File: config.mk
export PLATFORM = sky130hd
export DESIGN_NAME = memory_port_arbiter
export DESIGN_NICKNAME = d
export VERILOG_FILES = /design/src/rtl/memory_port_arbiter.sv
export SDC_FILE = /design/constraint.sdc
export NUM_CORES = 1
export LEC_CHECK = 0
export BUFFER_PORTS_ARGS = -buffer_cell sky130_fd_sc_hd__buf_2
export CORE_ASPECT_RATIO = 0.6
export CORE_MARGIN = 4
export CORE_UTILIZATION = 37
export CTS_CLUSTER_SIZE = 14
export DETAILED_ROUTE_END_ITERATION = 6
export HOLD_SLACK_MARGIN = 0.12
export PLACE_DENSITY = 0.64
export SYNTH_ARGS = -nofsm -noshare
export SYNTH_HDL_FRONTEND = slang
export SYNTH_SLANG_ARGS = --single-unit
export TNS_END_PERCENT = 5
File: constraint.sdc
create_clock -name system_clock -period 3.3 [get_ports system_clock]
set_clock_uncertainty 0.1 [all_clocks]
set_input_delay 0.165 -clock system_clock [delete_from_list [all_inputs] [get_ports system_clock]]
set_output_delay 0.165 -clock system_clock [all_outputs]
set_load 0.05 [all_outputs]
File: src/rtl/memory_port_arbiter.sv
`default_nettype none
// ============================================================================
// Module      : memory_port_arbiter
// Description : Shares one single-port memory between instruction fetch and
//               data access, with data priority and a fetch starvation guard.
// Revision    : 1.0 - initial release
// ============================================================================
module memory_port_arbiter #(
  parameter int MEMORY_LATENCY   = 2,
  parameter int STARVATION_LIMIT = 4,
  parameter int ADDRESS_WIDTH    = 32
) (
  input  logic                     system_clock,
  input  logic                     reset,
  input  logic                     fetch_request,
  input  logic [ADDRESS_WIDTH-1:0] fetch_address,
  output logic                     fetch_ready,
  output logic [31:0]              fetch_read_data,
  input  logic                     data_request,
  input  logic                     data_write,
  input  logic [ADDRESS_WIDTH-1:0] data_address,
  input  logic [31:0]              data_write_data,
  output logic                     data_ready,
  output logic [31:0]              data_read_data,
  output logic                     memory_enable,
  output logic                     memory_write,
  output logic [ADDRESS_WIDTH-1:0] memory_address,
  output logic [31:0]              memory_write_data,
  input  logic [31:0]              memory_read_data,
  output logic                     busy,
  output logic                     grant_owner
);

  localparam logic [1:0] c_state_idle   = 2'd0;
  localparam logic [1:0] c_state_access = 2'd1;
  localparam logic [1:0] c_state_done   = 2'd2;
  localparam logic [3:0] c_last_count   = 4'(MEMORY_LATENCY - 1);
  localparam logic [7:0] c_starve_limit = 8'(STARVATION_LIMIT);

  logic [1:0]               r_state;
  logic [1:0]               w_next_state;
  logic [3:0]               r_latency_count;
  logic [7:0]               r_starve_count;
  logic                     r_owner;
  logic [ADDRESS_WIDTH-1:0] r_address;
  logic                     r_write;
  logic [31:0]              r_write_data;
  logic [31:0]              r_fetch_read_data;
  logic [31:0]              r_data_read_data;
  logic                     w_any_request;
  logic                     w_grant_data;
  logic                     w_last_access;

  assign w_any_request = fetch_request | data_request;
  // Fetch overrides data only once it has been passed over STARVATION_LIMIT times.
  assign w_grant_data  = data_request & ~(fetch_request & (r_starve_count == c_starve_limit));
  assign w_last_access = (r_latency_count == c_last_count);

  always_ff @(posedge system_clock or negedge reset) begin
    if (!reset) begin
      r_state <= c_state_idle;
    end else begin
      r_state <= w_next_state;
    end
  end

  always_comb begin
    w_next_state = r_state;
    case (r_state)
      c_state_idle:   if (w_any_request) w_next_state = c_state_access;
      c_state_access: if (w_last_access) w_next_state = c_state_done;
      c_state_done:   w_next_state = c_state_idle;
      default:        w_next_state = c_state_idle;
    endcase
  end

  always_comb begin
    memory_enable = 1'b0;
    memory_write  = 1'b0;
    fetch_ready   = 1'b0;
    data_ready    = 1'b0;
    busy          = (r_state != c_state_idle);
    case (r_state)
      c_state_access: begin
        memory_enable = 1'b1;
        memory_write  = r_write;
      end
      c_state_done: begin
        fetch_ready = ~r_owner;
        data_ready  = r_owner;
      end
      default: ;
    endcase
  end

  always_ff @(posedge system_clock or negedge reset) begin
    if (!reset) begin
      r_latency_count   <= 4'd0;
      r_starve_count    <= 8'd0;
      r_owner           <= 1'b0;
      r_address         <= '0;
      r_write           <= 1'b0;
      r_write_data      <= 32'd0;
      r_fetch_read_data <= 32'd0;
      r_data_read_data  <= 32'd0;
    end else begin
      case (r_state)
        c_state_idle: begin
          if (w_any_request) begin
            r_owner         <= w_grant_data;
            r_latency_count <= 4'd0;
            if (w_grant_data) begin
              r_address      <= data_address;
              r_write        <= data_write;
              r_write_data   <= data_write_data;
              r_starve_count <= fetch_request ? r_starve_count + 8'd1 : 8'd0;
            end else begin
              r_address      <= fetch_address;
              r_write        <= 1'b0;
              r_write_data   <= 32'd0;
              r_starve_count <= 8'd0;
            end
          end
        end
        c_state_access: begin
          if (w_last_access) begin
            r_latency_count <= 4'd0;
            if (!r_write) begin
              if (r_owner) r_data_read_data  <= memory_read_data;
              else         r_fetch_read_data <= memory_read_data;
            end
          end else begin
            r_latency_count <= r_latency_count + 4'd1;
          end
        end
        default: ;
      endcase
    end
  end

  assign memory_address    = r_address;
  assign memory_write_data = r_write_data;
  assign fetch_read_data   = r_fetch_read_data;
  assign data_read_data    = r_data_read_data;
  assign grant_owner       = r_owner;

endmodule
`default_nettype wire

; Yosys cells after proc, flatten, opt, wreduce, memory -nomap -nowiden
; Cells that the tools add are included.
[word_totals]
reg_bits = 144
word_cells = 46
out_inout_bits = 134
in_bits = 133
[op_classes]
n_reduce_logical = 8
bitwise = 6
muxes = 15
n_eq_ne = 6
n_addsub = 2
[op_table]
columns = cell, count
row1 = 2-to-1 mux 32 bit, 2
row2 = 2-to-1 mux 8 bit, 2
row3 = "adder 8 x 1 -> 8 bit, second input constant", 1
row4 = "== test 8 x 3 -> 1 bit, second input constant", 1
row5 = 2-to-1 mux 4 bit, 2
row6 = case mux 4 bit (2 select lines), 1
row7 = AND reduction 4 bit, 2
row8 = AND reduction 2 bit, 3
row9 = 2-to-1 mux 1 bit, 5
row10 = "adder 4 x 1 -> 4 bit, second input constant", 1
row11 = "== test 4 x 1 -> 1 bit, second input constant", 1
row12 = 2-to-1 mux 2 bit, 2
row13 = "!= test 2 bit, second input constant", 2
row14 = case mux 2 bit (2 select lines), 1
row15 = nonzero test 2 bit, 2
row16 = inverter 1 bit, 3
row17 = AND 1 bit, 2
row18 = "== test 2 x 1 -> 1 bit, second input constant", 1
row19 = "== test 2 bit, second input constant", 1
row20 = logical NOT 2 bit, 1
row21 = OR 1 bit, 1

; Longest topological paths before layout
[depth]
ltp_word = 5
depth_mapped = 8
ltp_nobuf = 6

; Least setup slack after synthesis
; No wires, ideal clock.
[synth_path]
path_kind = reg-to-reg
startpoint = register r_latency_count[1]
endpoint = register r_fetch_read_data[10] (netlist: fetch_read_data[10])
setup_time_ns = 0.125
path_buffers = 1
synth_period_minus_slack_ns = 2.184
path_stages_with_launch = 7
required_ns = 3.075
t_arrival_ns = 1.959
slack_ns = 1.116
cell_sequence = dfrtp_1 inv_1 ha_1 or3b_2 nor4_2 buf_2 mux2_2
[synth_via]
elab_chain_len = 2
[synth_rtl]
columns = element, line
row1 = from (decl), 42  ; logic [3:0] r_latency_count;
row2 = from (signal assigned), 133  ; r_latency_count <= r_latency_count + 4'd1;
row3 = == test 4 x 1 -> 1 bit, 57  ; assign w_last_access = (r_latency_count == c_last_count);
row4 = AND reduction 4 bit (no line), -
row5 = to (signal assigned), 130  ; else r_fetch_read_data <= memory_read_data;
row6 = to (decl), 48  ; logic [31:0] r_fetch_read_data;
; Every way passes these cells.
; A chain may end at the register's enable or synchronous reset.

; Final worst setup path
[layout_path]
startpoint = register r_starve_count[0]
endpoint = register r_address[12] (netlist: memory_address[12])
[layout_via]
elab_chain_len = 5
[layout_rtl]
columns = element, line
row1 = from (decl), 43  ; logic [7:0] r_starve_count;
row2 = from (signal assigned), 116  ; r_starve_count <= fetch_request ? r_starve_count + 8'd1 : 8'd0;
row3 = == test 8 x 3 -> 1 bit, 56  ; assign w_grant_data = data_request & ~(fetch_request & (r_starve_count == c_starve_limit));
row4 = AND 1 bit, 56
row5 = inverter 1 bit, 56
row6 = AND 1 bit, 56
row7 = 2-to-1 mux 32 bit, 112  ; if (w_grant_data) begin
row8 = to (signal assigned), 113  ; r_address <= data_address;
row9 = to (signal assigned), 118  ; r_address <= fetch_address;
row10 = to (decl), 45  ; logic [ADDRESS_WIDTH-1:0] r_address;
; Every way passes these cells.

==> impl_results.md <==
- Syn Std Cell Area: around 6100 µm²
- Total Neg Setup Slack: 0 ns
- Share of post-route cells with drive strength above 1: between 40 and 50%
- GRT Total Usage: between 10% and 20%
- Count leader, synth: dfrtp_1
- Top FF cell, synth: dfrtp_1
- Sequential share of power: ~28%
- Number of iterations in the first detailed-routing pass: 4
- Tightest hold margin: 0.1600 ns
- Max-Cap Viols: 0
- First-pass GRT wire length: between 20000 and 30000 µm
- Slew Limit Fails: 0
- Number of flops mapped to enable cells by yosys: 0
- Post-synthesis sequential area ratio: a little under 60%
- RePlAce Congestion: around 0.83
- Top post-synthesis cells by area: dfrtp_1, mux2_2, mux2i_1, nand2_1, o21ai_0
- Vias in the first global route: between 5000 and 6000
- Synth cell count leaders: dfrtp_1, nand2_1, mux2_2
- Type of the tightest min-delay check: in2reg
- Yosys top cell by area: dfrtp_1
- Starting density of the core: 38.71%
- Switching share of power: roughly half
- Leakage power: ~4.6 nW
- Comb pwr share: ~54%
- Status: finished, final reports clean
- Final hold vios: 0
- Clk sink count: 144
- Number of synthesized register bits: between 100 and 150
- Area after DPL: ~7600 µm²
- Clock share of power: about 18%
- Power density cells: roughly 1200 nW/µm²
- Final net count: slightly above 1000
- Via density per instance: ~4.8
- Highest clock rate: between 300 and 400 MHz
- CP max FO: 66
- Pre-CTS setup slack: roughly 0.86 ns
- Post_cts resized: 0
- Crit share post-route: between 80% and 90%
- RSZ-0062 raised after global routing: no
- Synthesized area per cell: about 12 µm²
- DIE HEIGHT: around 110 µm
- Cells after DPL: between 900 and 1000
- # port buffers: between 200 and 300
- CP arrival: roughly 3.1 ns
- # H-tree levels: 4
- Max-slew headroom: between 40% and 50%
- Clock buffer depth: 2
- Ports: approximately 270
- Gate Count Post-Synth: around 500
- Critical path class: reg2reg
- Post-DP HPWL: 12070 µm
- Num CTS Buffers: 17
- Routed WL: around 18000 µm
- Synth Warn #: 0
- Fraction of registers with async set/reset: 100.0%
- Worst Max-Slew Pin Slew: about 0.86 ns
- Int Power: approximately 0.0054 W
- Critical Path End Type: flip-flop
- Mapped Nets: approximately 650
- Largest net degree at the start of global routing: 84
- Design Area, Final: between 9000 and 10000 µm²
- Detail Route Antenna Nets: 0
- Root buffer cell: clkbuf_16
- Post-synthesis cell type count: 37
- Yosys top cell area share: slightly below 60%
- Setup slack after layout: about 0.34 ns
- ANT cells: 0
- Initial DRC count: 193
- CP Launch Type: flip-flop
- Core ar.: around 16000 µm²
- Die Wd: approximately 170 µm
- Die Area: about 19000 µm²
- Worst path required time: between 3 and 4 ns
- Switching Power: around 0.0056 W
- Skew-Pair Late Insertion Delay: approximately 0.40 ns
- Total grt overflow: 0
- Post-CTS Hold Fix Bufs: between 100 and 150
- DRC viols: 0
- TritonCTS clock tree: done
- FP Rows: 35
- Setup Buffers After CTS: 0
- Reg clk slew, reported paths: around 0.06 ns
- Min Clock Period, post-route: 2.964 ns
- Area growth, synth to finish: 56.37%
- WL per Instance: 16.19 µm
- Post-route insts no fill: ~1100
- Finish-stage setup viols: 0
- VDD IR max: about 520 µV
- Via count: 5350
- Initial antenna violation count: 0
[metrics by stage]
step	total power [W]	utilization [%]
detailed placement	0.008934	48.26
CTS	0.01114	60.53
global placement	0.008786	48.26
global route	0.01161	60.53
floorplan	0.007462	-
finish	0.01106	60.53
[final timing paths]
| kind | from | endpoint | slack, ns | depth (start not counted) |
|---|---|---|---|---|
| worst max-delay path | r_starve_count[0]$_DFFE_PN0P_ | memory_address[12]$_DFFE_PN0P_ | 0.34 | 8 |
| worst max register to register | r_starve_count[0]$_DFFE_PN0P_ | memory_address[12]$_DFFE_PN0P_ | 0.34 | 8 |
| worst min-delay path | fetch_request | r_starve_count[3]$_DFFE_PN0P_ | 0.16 | 4 |
| min in group asynchronous | reset | data_read_data[13]$_DFFE_PN0P_ | 0.28 | 2 |
| max in group asynchronous | reset | data_read_data[7]$_DFFE_PN0P_ | 1.98 | 3 |
| worst min register to register | memory_write_data[6]$_DFFE_PN0P_ | memory_write_data[6]$_DFFE_PN0P_ | 0.38 | 2 |
[layout by cell type (no fill, tap or decap), types with 5 or more instances in the layout]
cell type / synthesis / final
a21oi_1: 13 / 13
a21oi_2: 20 / 20
buf_2: 8 / 265
clkbuf_16: 0 / 17
dfrtp_1: 144 / 144
dlygate4sd3_1: 0 / 130
inv_1: 5 / 5
mux2_2: 62 / 62
mux2i_1: 34 / 34
nand2_1: 77 / 77
nand3_1: 11 / 11
nor2_1: 38 / 37
o21ai_0: 41 / 41
[power groups by stage]
stage,combinational (W),clock [W],sequential [W]
6_report,0.00592,0.00203,0.00310
5_1_grt,0.00624,0.00216,0.00321
4_1_cts,0.00595,0.00209,0.00310
3_5_place_dp,0.00581,0,0.00312
3_3_place_gp,0.00572,0,0.00306
2_1_floorplan,0.00157,0,0.00590
[worst max-delay path, cell delays in order (launching register included)]
cell and delay, ns:
dfrtp_1 0.43, inv_1 0.08, ha_1 0.13, or4b_4 0.48, o31ai_4 0.27, buf_12 0.36
mux2i_1 0.29, dlygate4sd3_1 0.60, a21oi_2 0.07
[routing by layer]
metal  track usage (%)  share of wire, %  vias up
li1                  -                 -     2533
met1             23.69                43     2566
met2             33.45                48      225
met3             5.300               6.9       26
met4             6.719               1.7        0
met5                 0                 0        -
[kinds of logic (layout without fill, tap and decap cells)]
kind of cell               Yosys count  count (layout)  share of synthesized area (%)
AOI/OAI and AO/OA                   82              82                          8.594
xor gates and xnor gates             1               1                         0.1439
adders and majority gates            4               4                         0.8224
buffers and inverters               35             439                          3.413
DFF                                144             144                          59.21
muxes                               98              98                          17.43
and+or+nand+nor                    145             145                          10.38
[registers in the layout, summed over array words and instances, names as in the netlist]
signal / flops
r_state: 2
grant_owner: 1
fetch_read_data: 32
memory_address: 32
memory_write_data: 32
r_write: 1
r_latency_count: 4
data_read_data: 32
r_starve_count: 8
[final cells by class]
type	count	area, µm²
fillers	1247	6205
repair buffers	402	2721
flip-flops and latches	144	3603
clock inverters	13	175.2
multi-input cells	330	2291
clock buffers	19	452.9
well taps	203	254.0
inverters	5	18.77
Power figures use the tool's default switching activity.
